<file path="config.mk">
export PLATFORM = sky130hd
export DESIGN_NAME = key_event_fifo
export DESIGN_NICKNAME = d
export VERILOG_FILES = /design/src/rtl/key_event_fifo_pkg.sv /design/src/rtl/key_event_fifo_fifo.sv /design/src/rtl/key_event_fifo.sv
export SDC_FILE = /design/constraint.sdc
export NUM_CORES = 1
export LEC_CHECK = 0
export ABC_AREA = 1
export CAP_MARGIN = 20
export CORE_UTILIZATION = 35
export DETAILED_ROUTE_END_ITERATION = 8
export PLACE_DENSITY = 0.62
export REMOVE_ABC_BUFFERS = 1
export SETUP_SLACK_MARGIN = 0.5
export SYNTH_ARGS = -nofsm -noshare
export SYNTH_HDL_FRONTEND = slang
export SYNTH_SLANG_ARGS = --single-unit
export TNS_END_PERCENT = 30
</file>
<file path="constraint.sdc">
create_clock -name clk -period 5.5 [get_ports clk]
set_input_delay 1.375 -clock clk [delete_from_list [all_inputs] [get_ports clk]]
set_output_delay 1.375 -clock clk [all_outputs]
set_load 0.005 [all_outputs]
</file>
<file path="src/rtl/key_event_fifo_pkg.sv">
// Shared keypad definitions: key-code width, scan window geometry, debounce FSM states.
package key_event_fifo_pkg;

  localparam int unsigned KEY_W   = 4;  // key code width (row*4+col)
  localparam int unsigned WIN_LEN = 4;  // scan window length in cycles
  localparam int unsigned WIN_W   = 2;  // width of the window counter
  localparam int unsigned CNT_W   = 4;  // debounce/release counter width (limits up to 15)

  typedef enum logic [1:0] {
    ST_IDLE     = 2'd0,
    ST_DEBOUNCE = 2'd1,
    ST_HELD     = 2'd2,
    ST_RELEASE  = 2'd3
  } key_state_e;

  // Summary of one scan window as seen by the debounce FSM
  typedef struct packed {
    logic             hit;
    logic [KEY_W-1:0] code;
  } win_sample_t;

endpackage

</file>
<file path="src/rtl/key_event_fifo_fifo.sv">
// Parameterised first-word-fall-through FIFO holding accepted key codes.
module key_fifo
  import key_event_fifo_pkg::*;
#(
  parameter int unsigned DEPTH = 4,
  parameter int unsigned W     = KEY_W
) (
  input  logic                       clk,
  input  logic                       rst_n,
  input  logic                       push_i,
  input  logic [W-1:0]               data_i,
  input  logic                       pop_i,
  output logic [W-1:0]               head_c,
  output logic                       full_c,
  output logic                       drop_c,
  output logic [$clog2(DEPTH):0]     count_o
);

  localparam int unsigned AW = $clog2(DEPTH);
  localparam int unsigned CW = AW + 1;

  logic [W-1:0]  mem_q [DEPTH];
  logic [AW-1:0] wr_ptr_q, rd_ptr_q;
  logic [CW-1:0] count_q;
  logic          empty_c;
  logic          do_pop_c;
  logic          do_push_c;

  // Full/empty decode; a pop frees the slot so a simultaneous push is accepted even when full
  always_comb begin
    empty_c   = (count_q == CW'(0));
    full_c    = (count_q == CW'(DEPTH));
    do_pop_c  = pop_i & ~empty_c;
    do_push_c = push_i & (~full_c | do_pop_c);
    drop_c    = push_i & full_c & ~do_pop_c;
    head_c    = empty_c ? W'(0) : mem_q[rd_ptr_q];
  end

  // Storage, pointers (wrap naturally, DEPTH is a power of two) and occupancy
  always_ff @(posedge clk or negedge rst_n) begin
    if (!rst_n) begin
      for (int i = 0; i < int'(DEPTH); i++) mem_q[i] <= '0;
      wr_ptr_q <= '0;
      rd_ptr_q <= '0;
      count_q  <= '0;
    end else begin
      if (do_push_c) begin
        mem_q[wr_ptr_q] <= data_i;
        wr_ptr_q        <= wr_ptr_q + AW'(1);
      end
      if (do_pop_c) rd_ptr_q <= rd_ptr_q + AW'(1);
      if (do_push_c && !do_pop_c)      count_q <= count_q + CW'(1);
      else if (do_pop_c && !do_push_c) count_q <= count_q - CW'(1);
    end
  end

  assign count_o = count_q;

endmodule

</file>
<file path="src/rtl/key_event_fifo.sv">
// Debounces keypad scanner hits per scan window and queues one event per key press.
module key_event_fifo
  import key_event_fifo_pkg::*;
#(
  parameter int unsigned STABLE_SCANS  = 4,
  parameter int unsigned RELEASE_SCANS = 4,
  parameter int unsigned DEPTH         = 4
) (
  input  logic             clk,
  input  logic             rst_n,
  input  logic [KEY_W-1:0] posicion,
  input  logic             opr,
  input  logic             rd_en,
  input  logic             clr_ovf,
  output logic [KEY_W-1:0] key_code,
  output logic             key_valid,
  output logic             full,
  output logic             overflow,
  output logic             press_pulse,
  output logic             release_pulse
);

  localparam int unsigned CW = $clog2(DEPTH) + 1;

  logic [WIN_W-1:0] win_cnt_q;
  logic             hit_acc_q;
  logic [KEY_W-1:0] code_acc_q;
  logic             win_end_c;
  win_sample_t      sample_c;

  key_state_e       state_q, state_d;
  logic [KEY_W-1:0] cand_q, cand_d;
  logic [CNT_W-1:0] cnt_q, cnt_d;
  logic [CNT_W-1:0] cnt_inc_c;
  logic             push_c, rel_c;

  logic             press_pulse_q, release_pulse_q, overflow_q;
  logic             fifo_full_c, fifo_drop_c;
  logic [CW-1:0]    fifo_count;

  // Window summary, including a hit seen on the closing cycle itself
  always_comb begin
    win_end_c     = (win_cnt_q == WIN_W'(WIN_LEN - 1));
    sample_c.hit  = hit_acc_q | ~opr;
    sample_c.code = ~opr ? posicion : code_acc_q;
  end

  // Free-running window counter and per-window hit accumulator (last hit wins)
  always_ff @(posedge clk or negedge rst_n) begin
    if (!rst_n) begin
      win_cnt_q  <= '0;
      hit_acc_q  <= 1'b0;
      code_acc_q <= '0;
    end else begin
      win_cnt_q <= win_cnt_q + WIN_W'(1);
      if (win_end_c) begin
        hit_acc_q <= 1'b0;
      end else if (!opr) begin
        hit_acc_q  <= 1'b1;
        code_acc_q <= posicion;
      end
    end
  end

  // Debounce FSM next state, advanced only at window end
  always_comb begin
    state_d   = state_q;
    cand_d    = cand_q;
    cnt_d     = cnt_q;
    push_c    = 1'b0;
    rel_c     = 1'b0;
    cnt_inc_c = cnt_q + CNT_W'(1);
    if (win_end_c) begin
      unique case (state_q)
        ST_IDLE: begin
          if (sample_c.hit) begin
            state_d = ST_DEBOUNCE;
            cand_d  = sample_c.code;
            cnt_d   = CNT_W'(1);
          end
        end
        ST_DEBOUNCE: begin
          if (sample_c.hit && sample_c.code == cand_q) begin
            if (cnt_inc_c == CNT_W'(STABLE_SCANS)) begin
              state_d = ST_HELD;
              cnt_d   = '0;
              push_c  = 1'b1;
            end else begin
              cnt_d = cnt_inc_c;
            end
          end else if (sample_c.hit) begin
            cand_d = sample_c.code;
            cnt_d  = CNT_W'(1);
          end else begin
            state_d = ST_IDLE;
            cnt_d   = '0;
          end
        end
        ST_HELD: begin
          if (!sample_c.hit) begin
            state_d = ST_RELEASE;
            cnt_d   = CNT_W'(1);
          end
        end
        ST_RELEASE: begin
          if (sample_c.hit) begin
            state_d = ST_HELD;
            cnt_d   = '0;
          end else if (cnt_inc_c == CNT_W'(RELEASE_SCANS)) begin
            state_d = ST_IDLE;
            cnt_d   = '0;
            rel_c   = 1'b1;
          end else begin
            cnt_d = cnt_inc_c;
          end
        end
        default: begin
          state_d = ST_IDLE;
          cnt_d   = '0;
        end
      endcase
    end
  end

  // FSM state, strobes and sticky overflow (a new drop wins over clear)
  always_ff @(posedge clk or negedge rst_n) begin
    if (!rst_n) begin
      state_q         <= ST_IDLE;
      cand_q          <= '0;
      cnt_q           <= '0;
      press_pulse_q   <= 1'b0;
      release_pulse_q <= 1'b0;
      overflow_q      <= 1'b0;
    end else begin
      state_q         <= state_d;
      cand_q          <= cand_d;
      cnt_q           <= cnt_d;
      press_pulse_q   <= push_c;
      release_pulse_q <= rel_c;
      if (fifo_drop_c)  overflow_q <= 1'b1;
      else if (clr_ovf) overflow_q <= 1'b0;
    end
  end

  key_fifo #(
    .DEPTH (DEPTH),
    .W     (KEY_W)
  ) u_fifo (
    .clk     (clk),
    .rst_n   (rst_n),
    .push_i  (push_c),
    .data_i  (cand_q),
    .pop_i   (rd_en),
    .head_c  (key_code),
    .full_c  (fifo_full_c),
    .drop_c  (fifo_drop_c),
    .count_o (fifo_count)
  );

  assign key_valid     = (fifo_count != CW'(0));
  assign full          = fifo_full_c;
  assign overflow      = overflow_q;
  assign press_pulse   = press_pulse_q;
  assign release_pulse = release_pulse_q;

endmodule

</file>
==> results.yml <==
floorplan:
  num_rows: 28
  pin_count: 18
  start_util: 0.3686
  core-area_um2: 5991
  dieArea_um2: 6632
  die_y_um: 81.44
  fp.dieW_um: 81.44
grt:
  grt_pass1_wl_um: 7141
  grt_overflow: 0
  grt_pass1_vias: 1567
  antenna_found_initial: 0
  grt_max_degree: 44
  grt.total_usage: 0.1409
synth:
  synth.most_common_cell: "nand2_1"
  synth_top_family_by_area: "simple AND/OR/NAND/NOR gates"
  ys_warn_count: 0
  async_reset_ff_frac: 1.000
  synth_area_um2: 2208
  synth-edff-count: 0
  synth-xor-area-share: 0.02380
  ys_types: 28
  synthTopCellsByArea: "dfrtp_1 (49%), nand2_1 (11%), o21ai_0 (4.8%), ha_1 (4.5%), inv_1 (4.4%)"
  synth_top_area_cell: "dfrtp_1"
  netlist_top_cells_count: "nand2_1 (63), dfrtp_1 (43), inv_1 (26), nor2_1 (23), o21ai_0 (21)"
  muxShareOfSynthArea: 0.005099
  synth-compound-area-share: 0.1110
  yosys_register_bits: 43
  ys_seq_area_frac: 0.4873
  synth_top_area_frac: 0.4873
  synth_ff_type: "dfrtp_1"
  synth_fa_ha_area_frac: 0.05439
  synth_cells: 253
  synthSimpleGateAreaFrac: 0.2669
  avgSynthCellArea_um2: 8.729
final_layout:
  syn2layout_area_growth_pct: 16.32
  drive_gt1_frac: 0.09747
  fillers: 598
  diodes: 0
  finalNetCount: 294
worst_setup_path:
  path_cells: "clkdlybuf4s50_1 > inv_2 > nand2_1 > nand2_1 > nand2_1 > nand2_1 > nor2_2 > nand3_4 > nor2_8 > nand2_2 > clkinv_2 > ha_1 > inv_1 > fa_1 > a21oi_1 > o21ai_0 > xor2_1"
  critPathMaxFanout: 7
  startpoint_type: "input port"
  slowest_stage: "clkdlybuf4s50_1"
  r2r-start: "cnt_q[0]"
  cp-endpoint: "u_fifo.count_o[2]"
  worstPathRequired_ps: 5670
  cp-end-kind: "flip-flop"
  ff2ff_path_depth: 12
  path_class: "input port to flip-flop"
  critPathLaunch: "opr"
  slowest_delay_ps: 590
  rrSetupSlack_ps: 2790
  r2r-end: "u_fifo.count_o[2]"
  cpMostUsedCell: "nand2_1"
  arrival_ps: 4010
clocking:
  cts_buffers: 5
  clk_latency_ps: 300
  clkSinkCount: 43
  cts_resized: 0
  cts_htree_levels: 2
  cts_setup_buffers: 0
  path_clk_slew_ps: 80
  cts_tree: "built"
  ctsLongestPathBuffers: 2
  ctsHoldBuffers: 0
  cts_root_buf: "clkbuf_8"
detailed_routing:
  drcViolationCount: 0
  vias: 1651
  initialDrtViolationCount: 103
  final_antenna_net_count: 0
  drtPass1Iterations: 4
  viasPerCell: 4.690
  drt-total-wl_um: 4017
  routedWlPerCell_um: 11.41
sta:
  finalHoldViolations: 0
  relSlewSlack: 0.6354
  worst_pin_slew_ps: 544.4
  period_share: 0.6979
  tns_ps: 0
  fin_crit_ps: 3838
  setup_viol: 0
  grt_setup_unrepaired: "false"
  skew_ps: 11.60
  fmaxAchievable_mhz: 260.5
  maxSlewViolCount: 0
power:
  ir_drop_mv: 0.1754
  seqPwrFrac: 0.449
  p_int_uw: 593.4
  p_switching_uw: 347.7
  clock_power_share: 0.211
  pwr-share-comb: 0.340
  switching_share: 0.3695
  leakagePower_uw: 0.001194
  p_total_uw: 941.1
  p_per_area_nw_per_um2: 366.4
min_path:
  holdPathStages: 1
  hold_class: "flip-flop to flip-flop"
placement:
  place.gp.congestion: 0.8512
  io_buffers: 17
  hpwlAfterDp_um: 3017
flow_run:
  cap_violations: 0
status:
  outcome: "finished clean"
-- metal layers --
layer	global-route usage	share of wire
met5	0	0
met4	0.04643	0.011
met3	0.03111	0.038
met2	0.2183	0.45
met1	0.1945	0.50
-- registers in the layout, summed over array words and instances, names as in the netlist --
| signal | flops |
|---|---|
| cand_q | 4 |
| cnt_q | 4 |
| code_acc_q | 4 |
| hit_acc_q | 1 |
| overflow | 1 |
| press_pulse | 1 |
| release_pulse | 1 |
| state_q | 2 |
| u_fifo.count_o | 3 |
| u_fifo.mem_q | 16 |
| u_fifo.rd_ptr_q | 2 |
| u_fifo.wr_ptr_q | 2 |
| win_cnt_q | 2 |
-- cells in the final DEF (no fill, tap or decap), types with 4 or more instances in the layout --
cell	count
ha_1	8
nor2_1	23
dfrtp_1	43
o21ai_0	21
nand2_1	63
inv_1	26
o21ai_1	17
nand3_1	11
nand3_4	5
xor2_1	5
clkdlybuf4s50_1	16
a21oi_1	8
nand4_1	4
clkbuf_8	5
-- power by group through the flow --
stage               Clock [uW]  Sequential [uW]  Combinational, uW
finish                     199              423                320
global route               218              434                369
CTS                        205              424                322
detailed placement           0              430                320
global placement             0              430                315
floorplan                    0              416                218
-- through the flow --
stage	hold WS, ps	cells	util	cell area (um2)	setup WS [ps]
CTS	437.4	351	0.4254	2549	1667
floorplan	400.6	251	-	2201	2139
global route	449.8	352	0.4288	2569	1409
finish	436.8	352	0.4288	2569	1662
detailed placement	420.0	343	0.4106	2460	1365
global placement	419.4	343	0.4106	2460	1429
-- worst max-delay path: cells and delay by family --
family          cells  cell delay [ps]
simple gates        8              880
fa+ha+maj           2              510
xor+xnor            1              150
buf+inv             4              850
compound gates      2              260
-- worst min path at each step --
stage | start | to | slack [ps]
final | win_cnt_q[0] | win_cnt_q[0] | 440
after global routing | win_cnt_q[0] | win_cnt_q[0] | 450
after CTS | win_cnt_q[0] | win_cnt_q[0] | 440
after detailed placement | win_cnt_q[0] | win_cnt_q[0] | 420
after global placement | win_cnt_q[0] | win_cnt_q[0] | 420
after floorplan | win_cnt_q[0] | win_cnt_q[0] | 400
-- cell families (layout without fill, tap and decap cells) --
kind of cell,count (synthesis),in the layout
compound gates,48,48
buf+inv,30,54
fa+ha+maj,9,9
simple gates,116,116
xor+xnor,6,6
mux,1,1
flops,43,43
-- final cells by class --
| class | count | area [um2] | share of cell area |
|---|---|---|---|
| Tap cell | 75 | 93.84 | 0.03653 |
| Timing Repair Buffer | 18 | 185.2 | 0.07209 |
| Multi-Input combinational cell | 180 | 1018 | 0.3965 |
| Clock buffer | 5 | 68.82 | 0.02679 |
| Inverter | 28 | 106.4 | 0.04140 |
| Sequential cell | 43 | 1076 | 0.4189 |
| Clock inverter | 3 | 20.02 | 0.007793 |
Power figures use the tool's default switching activity.
